**config.mk**
```make
export PLATFORM = sky130hd
export DESIGN_NAME = sine_tone_sequencer
export DESIGN_NICKNAME = d
export VERILOG_FILES = /design/src/rtl/sine_tone_sequencer.sv
export SDC_FILE = /design/constraint.sdc
export NUM_CORES = 1
export LEC_CHECK = 0
export ABC_AREA = 1
export CAP_MARGIN = 15
export CORE_MARGIN = 4
export CORE_UTILIZATION = 53
export CTS_CLUSTER_DIAMETER = 200
export DETAILED_ROUTE_END_ITERATION = 7
export PLACE_DENSITY = 0.75
export SLEW_MARGIN = 20
export SYNTH_ARGS = -nofsm -noshare
export SYNTH_HDL_FRONTEND = slang
export SYNTH_SLANG_ARGS = --single-unit
export TNS_END_PERCENT = 5
```
**constraint.sdc**
```tcl
create_clock -name clk -period 7 [get_ports clk]
set_input_delay 1.4 -clock clk [delete_from_list [all_inputs] [get_ports clk]]
set_output_delay 1.4 -clock clk [all_outputs]
set_load 0.005 [all_outputs]
```
**src/rtl/sine_tone_sequencer.sv**
```systemverilog
`timescale 1ns/1ps
// sine_tone_sequencer
//   Phase-accumulator tone generator. Once per sample tick it advances the
//   phase accumulator, presents a new index to an external 64-entry sine
//   table, scales the returned value by volume and hands the sample to the
//   audio output stage. A stop request lets the tone run on until the next
//   zero crossing so the output never jumps away from the 128 midpoint.
//
// Ports
//   clk           in   1      system clock, rising edge
//   reset_n       in   1      asynchronous active-low reset
//   start         in   1      pulse: begin tone, or cancel a pending stop
//   stop          in   1      pulse: finish at the next zero crossing
//   freq_word     in   ACC_W  phase increment per tick, sampled on the tick
//   volume        in   4      gain (volume+1)/16, sampled on the tick
//   lut_index     out  6      registered sine table index
//   lut_value     in   8      sine table data for lut_index (combinational)
//   sample_out    out  8      unsigned sample, 128 = silence
//   sample_valid  out  1      sample_out holds an unaccepted sample
//   sample_ready  in   1      consumer accepts on valid & ready at clk edge
//   overrun       out  1      pulse: a new sample was dropped
//   busy          out  1      tone active or a sample still waiting
//   state_dbg     out  2      FSM state (0 idle, 1 run, 2 finish)
module sine_tone_sequencer #(
  parameter int ACC_W      = 16,
  parameter int SAMPLE_DIV = 1024
) (
  input  logic             clk,
  input  logic             reset_n,
  input  logic             start,
  input  logic             stop,
  input  logic [ACC_W-1:0] freq_word,
  input  logic [3:0]       volume,
  output logic [5:0]       lut_index,
  input  logic [7:0]       lut_value,
  output logic [7:0]       sample_out,
  output logic             sample_valid,
  input  logic             sample_ready,
  output logic             overrun,
  output logic             busy,
  output logic [1:0]       state_dbg
);

  typedef enum logic [1:0] {
    IDLE   = 2'd0,
    RUN    = 2'd1,
    FINISH = 2'd2
  } state_t;

  localparam int CNT_W = (SAMPLE_DIV > 1) ? $clog2(SAMPLE_DIV) : 1;

  state_t             state, state_nxt;
  logic [CNT_W-1:0]   tick_cnt;
  logic [ACC_W-1:0]   acc;
  logic [ACC_W-1:0]   acc_sum;
  logic [3:0]         vol_l;
  logic               pend;
  logic               pend_zero;
  logic               tick;
  logic               zero_cross;

  logic signed [8:0]  centred;
  logic [4:0]         gain;
  logic signed [13:0] prod;
  logic [7:0]         scaled;
  logic [7:0]         new_sample;

  assign tick    = (state != IDLE) && (tick_cnt == CNT_W'(SAMPLE_DIV - 1));
  assign acc_sum = acc + freq_word;

  // A finishing tone ends when the accumulator MSB flips (the sine passes
  // through the midpoint) or when the tone has no frequency at all. A start
  // on the same cycle cancels the stop, so that tick is an ordinary one.
  assign zero_cross = tick && (state == FINISH) && !start &&
                      ((acc_sum[ACC_W-1] != acc[ACC_W-1]) || (freq_word == '0));

  // FSM: state register
  always_ff @(posedge clk or negedge reset_n) begin
    if (!reset_n) begin
      state <= IDLE;
    end else begin
      state <= state_nxt;
    end
  end

  // FSM: next state
  always_comb begin
    state_nxt = state;
    case (state)
      IDLE:    if (start) state_nxt = RUN;
      RUN:     if (stop)  state_nxt = FINISH;
      FINISH: begin
        if (start)           state_nxt = RUN;
        else if (zero_cross) state_nxt = IDLE;
      end
      default: state_nxt = IDLE;
    endcase
  end

  // Sample arithmetic for the cycle after a tick: centre the table value,
  // multiply by volume+1, arithmetic shift (floor) by 4, re-bias by 128.
  // The scaled result always fits in -128..127, so re-biasing is a flip of
  // the top bit of its 8-bit two's complement form.
  always_comb begin
    centred    = $signed({1'b0, lut_value}) - 9'sd128;
    gain       = {1'b0, vol_l} + 5'd1;
    prod       = 14'(centred) * 14'($signed({1'b0, gain}));
    scaled     = 8'(prod >>> 4);
    new_sample = scaled ^ 8'h80;
  end

  // Handshake: the DUT owns sample_valid and raises it only with new data;
  // a transfer happens on any clk edge where sample_valid & sample_ready.
  // After a transfer sample_valid drops unless a new sample lands on the
  // same edge. A sample arriving while an unaccepted one is held is dropped
  // and flagged on overrun. sample_ready never reaches sample_valid through
  // combinational logic.
  always_ff @(posedge clk or negedge reset_n) begin
    if (!reset_n) begin
      tick_cnt     <= '0;
      acc          <= '0;
      lut_index    <= '0;
      vol_l        <= '0;
      pend         <= 1'b0;
      pend_zero    <= 1'b0;
      sample_out   <= 8'd128;
      sample_valid <= 1'b0;
      overrun      <= 1'b0;
    end else begin
      if ((state == IDLE) || tick) begin
        tick_cnt <= '0;
      end else begin
        tick_cnt <= tick_cnt + CNT_W'(1);
      end

      if (tick) begin
        vol_l     <= volume;
        lut_index <= acc_sum[ACC_W-1 -: 6];
        acc       <= zero_cross ? '0 : acc_sum;
      end else if (state == IDLE) begin
        acc <= '0;
      end

      // Table data for the new index is valid one cycle after the tick.
      pend      <= tick;
      pend_zero <= zero_cross;

      overrun <= 1'b0;
      if (pend) begin
        if (!sample_valid || sample_ready) begin
          sample_out   <= pend_zero ? 8'd128 : new_sample;
          sample_valid <= 1'b1;
        end else begin
          overrun <= 1'b1;
        end
      end else if (sample_valid && sample_ready) begin
        sample_valid <= 1'b0;
      end
    end
  end

  assign busy      = (state != IDLE) || sample_valid;
  assign state_dbg = state;

endmodule

```
# Word level (Yosys, flattened, before mapping)
# Index checks and enable logic that the tools add are counted.
[word_totals]
latch_bits = 0
out_inout_bits = 19
ram_bits = 0
register_bits = 50
rom_bits = 0
n_memories = 0
word_cells = 58
[classes]
muxes = 15
reduce_logical = 19
n_eq_ne = 8
magnitude_cmp = 0
n_shift = 0
mul = 1
div = 0
bitwise = 1
addsub = 4
[ops]
columns = ["cell", "n"]
rows = [
  ["$mux 16", 3],
  ["$add 16x16->16", 1],
  ["$logic_not 16->1", 1],
  ["$mul 9x6->12", 1],
  ["$add 10x1->10 const B", 1],
  ["$eq 10x10->1 const B", 1],
  ["$mux 10", 1],
  ["$sub 8x8->9 const B", 1],
  ["$mux 2", 4],
  ["$mux 8", 1],
  ["$pmux 2 s3", 1],
  ["$reduce_bool 2->1", 3],
  ["$add 4x1->5 const B", 1],
  ["$logic_and 1x1->1", 5],
  ["$mux 1", 5],
  ["$logic_or 1x1->1", 4],
  ["$ne 2x2->1 const B", 2],
  ["$reduce_and 2->1", 2],
  ["$ne 3x3->1 const B", 1],
  ["$reduce_and 3->1", 1],
  ["$eq 2x1->1 const B", 1],
  ["$eq 2x2->1 const B", 1],
  ["$logic_not 1->1", 2],
  ["$logic_not 2->1", 1],
  ["other kinds (3)", 3],
]

# Depth between registers and ports, before layout
[depth]
ltp_word = 8
mapped_depth = 19
ltp_nobuf = 19

# Worst setup path after synthesis
# OpenSTA, ideal clock, no wires.
[synth_path]
path_type = "input -> register"
from = "in lut_value[7]"
to = "reg sample_out[4]"
n_path_buf = 0
path_slack_ns = 2.559
arrival_time_ns = 4.318
stages = 13
path_cell_list = "nor2_1 > inv_1 > fa_1 > inv_1 > fa_1 > inv_1 > fa_1 > inv_1 > ha_1 > nand2_1 > or3_1 > a21oi_1 > o21ai_1"
[synth_between]
elab_chain_cells = 3
[synth_lines]
columns = ["item", "line", "text"]
rows = [
  ["from (decl)", "35", "input logic [7:0] lut_value,"],
  ["$sub 8x8->9", "105", "centred = $signed({1'b0, lut_value}) - 9'sd128;"],
  ["$mul 9x6->12", "107", "prod = 14'(centred) * 14'($signed({1'b0, gain}));"],
  ["$mux 8", "151", "sample_out <= pend_zero ? 8'd128 : new_sample;"],
  ["to (signal assigned)", "151", ""],
  ["to (decl)", "36", "output logic [7:0] sample_out,"],
]
# No other way between the ends.
# A chain may end at the register's enable or synchronous reset.

# Worst setup path in the final report
# Same ends and word-level chain as after synthesis.

==> impl_metrics.py <==
metrics = {
    "status": {
        "status": "complete, no violations",
    },
    "pwr": {
        "ir_drop_mv": 0.07856,
        "power.density_mw_per_mm2": 124.9,
        "p_leak_uw": 0.002810,
    },
    "sta": {
        "hold_slack_ns": 0.4712,
        "fin_setup_tns_ns": 0,
        "rsz0062_at_grt": "false",
        "fmax_mhz": 205.6,
        "period_minus_slack_ns": 4.865,
        "slew_headroom_pct": 56.91,
        "drv_slew": 0,
        "setup_viol": 0,
        "min_period_over_period_pct": 69.49,
        "hold_viol": 0,
        "clock_skew_ns": 0.01558,
        "tightest_slew_ns": 0.6463,
    },
    "global_route": {
        "grt_antenna_before_repair": 0,
        "grt_pass1_wl_um": 16920,
        "grt_usage_pct": 21.00,
        "grt_max_degree": 51,
        "first_global_vias": 3801,
        "gr-total-overflow": 0,
    },
    "place": {
        "gp_congestion": 0.8970,
        "io_buffers": 51,
        "dp.cells": 757,
        "hpwl_um": 7942,
    },
    "final_layout": {
        "syn_to_final_growth_pct": 16.68,
        "mostFrequentLayoutCells": "nand2_1, inv_1, nor2_1",
        "diodes": 0,
        "drive_gt1_share_pct": 5.128,
        "regArea_mm2": 0.001252,
        "layout_commonest_cell": "nand2_1",
        "n_fill_cell": 732,
        "multi_input_area_mm2": 0.002665,
        "nNetsFinal": 752,
        "final_cells": 765,
    },
    "setup_path": {
        "arrival_ns": 5.09,
        "crit_path_end_kind": "flip-flop",
        "critPathKind": "in2reg",
        "cp_max_fo": 5,
        "crit_chain": "clkdlybuf4s50_1, nor2_1, inv_1, fa_1, inv_1, fa_1, inv_1, fa_1, inv_1, ha_1, nand2_1, or3_1, nand3_1, nand2_1, o21ai_1",
        "rr_startpoint": "vol_l[0]$_DFFE_PN0P_",
        "worst_setup_path_start_kind": "primary input",
        "required_ns": 7.23,
        "max_stage_delay_ns": 0.55,
        "r2r_end": "sample_out[6]$_DFFE_PN0P_",
        "crit_top_cell": "inv_1",
        "crit_slowest_cell": "fa_1",
        "ff2ff_path_depth": 17,
        "r2r_setup_slack_ns": 2.68,
    },
    "detailed_routing": {
        "vias_per_cell": 5.043,
        "wire_per_inst_um": 12.78,
        "wl_um": 9775,
        "vias": 3858,
        "drt_iter0_drc": 136,
        "drc": 0,
        "antenna_left": 0,
        "dr.pass1.iters": 4,
    },
    "yosys": {
        "ys_ff_latch": 50,
        "synth_seq_area_share_pct": 28.88,
        "avgSynthCellArea_um2": 7.144,
        "synthFlopType": "dfrtp_1",
        "yosys_warnings": 0,
        "synthesis.area_mm2": 0.004337,
        "synth_fp_nets": 697,
        "syn_inst": 607,
        "ys_types": 35,
        "ys_async_sr_fraction_pct": 100.0,
        "synth-edff-count": 0,
    },
    "min_path": {
        "min_to": "tick_cnt[0]$_DFF_PN0_",
        "hold_depth": 1,
        "holdCritStartpoint": "tick_cnt[0]$_DFF_PN0_",
        "min_path_type": "reg2reg",
    },
    "cts": {
        "clock_latency_ns": 0.32,
        "cts_num_sinks": 50,
        "clk_pin_slew_ns": 0.11,
        "ctsRootBufferMaster": "clkbuf_8",
        "cts_max_path_buffers": 2,
        "cts_setup_buffers": 0,
        "cts_hold_repair.buffers": 0,
        "htree_num_levels": 2,
        "cts_tree": "built",
        "cts-resized-gates": 0,
        "numCtsBuffers": 5,
    },
    "die": {
        "die_area_mm2": 0.009693,
        "rows": 32,
        "pin_count": 52,
        "dieWidth_um": 98.46,
        "die_y_um": 98.46,
        "core_mm2": 0.007848,
        "start_util_pct": 55.26,
    },
    "flow_run": {
        "maxCapViolCount": 0,
    },
}
[cell families (layout without fill, tap and decap cells)]
logic type	Yosys count	in the layout	synth area share (%)
buf+inv	108	164	9.665
fa+ha+maj	57	57	20.43
flops	50	50	28.88
compound gates	51	51	6.088
xor+xnor	11	11	2.222
simple gates	330	330	32.72
[how the worst max path moves through the flow]
stage	startpoint	endpoint	slack, ns	cells past startpoint
3_3_place_gp	lut_value[7]	sample_out[4]$_DFFE_PN0P_	1.93	14
4_1_cts	lut_value[7]	sample_out[4]$_DFFE_PN0P_	2.14	15
2_1_floorplan	lut_value[7]	sample_out[4]$_DFFE_PN0P_	2.56	13
3_5_place_dp	lut_value[7]	sample_out[4]$_DFFE_PN0P_	1.86	14
6_report	lut_value[7]	sample_out[4]$_DFFE_PN0P_	2.14	15
5_1_grt	lut_value[7]	sample_out[4]$_DFFE_PN0P_	1.93	15
[routing by layer]
metal	track usage, %	part of all wire [%]	vias up
met1	25.62	44	1784
li1	-	-	1994
met2	37.34	50	64
met5	0	0	-
met3	3.326	3.1	16
met4	7.773	2.6	0
[worst max-delay path, delay by kind of cell]
family	cells	cell delay, ns
fa+ha+maj	4	1.90
buf+inv	5	0.75
compound gates	1	0.14
simple gates	5	0.92
[synth_stat cells, drive strengths merged (4+ instances only)]
library cell,number,area (um^2)
nand2,191,744.5
inv,105,394.1
nor2,78,324.1
dfrtp,49,1226
ha,34,425.4
nand3,34,170.2
a21oi,27,135.1
fa,23,460.4
o21ai,19,95.09
nor3,8,51.30
xor2,7,61.31
and3,4,25.02
nand4,4,31.28
xnor2,4,35.03
[cell type report]
cell class,count,area share (%)
Clock buffer,5,1.360
Clock inverter,3,0.8655
Inverter,105,7.789
Multi-Input combinational cell,449,52.67
Sequential cell,50,24.75
Tap cell,102,2.522
Timing Repair Buffer,51,10.04
[per-stage QoR]
stage	worst slack [ns]	power, uW	utilization (%)	area, um^2
floorplan	2.559	372.9	-	4337
global placement	1.930	424.4	63.01	4945
detailed placement	1.860	427.2	63.04	4947
CTS	2.141	640.1	64.48	5060
global route	1.934	667.5	64.48	5060
finish	2.135	631.8	64.48	5060
[flip-flops by register name (all words and copies together) (netlist names)]
register	count
pend	1
overrun	1
lut_index	6
sample_out	8
vol_l	4
tick_cnt	10
acc	16
sample_valid	1
state_dbg	2
pend_zero	1
[where the power goes]
part,switching [uW],leakage (uW),internal [uW]
Sequential,7.46,0.000637,298
Combinational,68.8,0.00211,46.5
Clock,104,0.0000585,107
No activity file was read; power rests on OpenSTA's default activity.
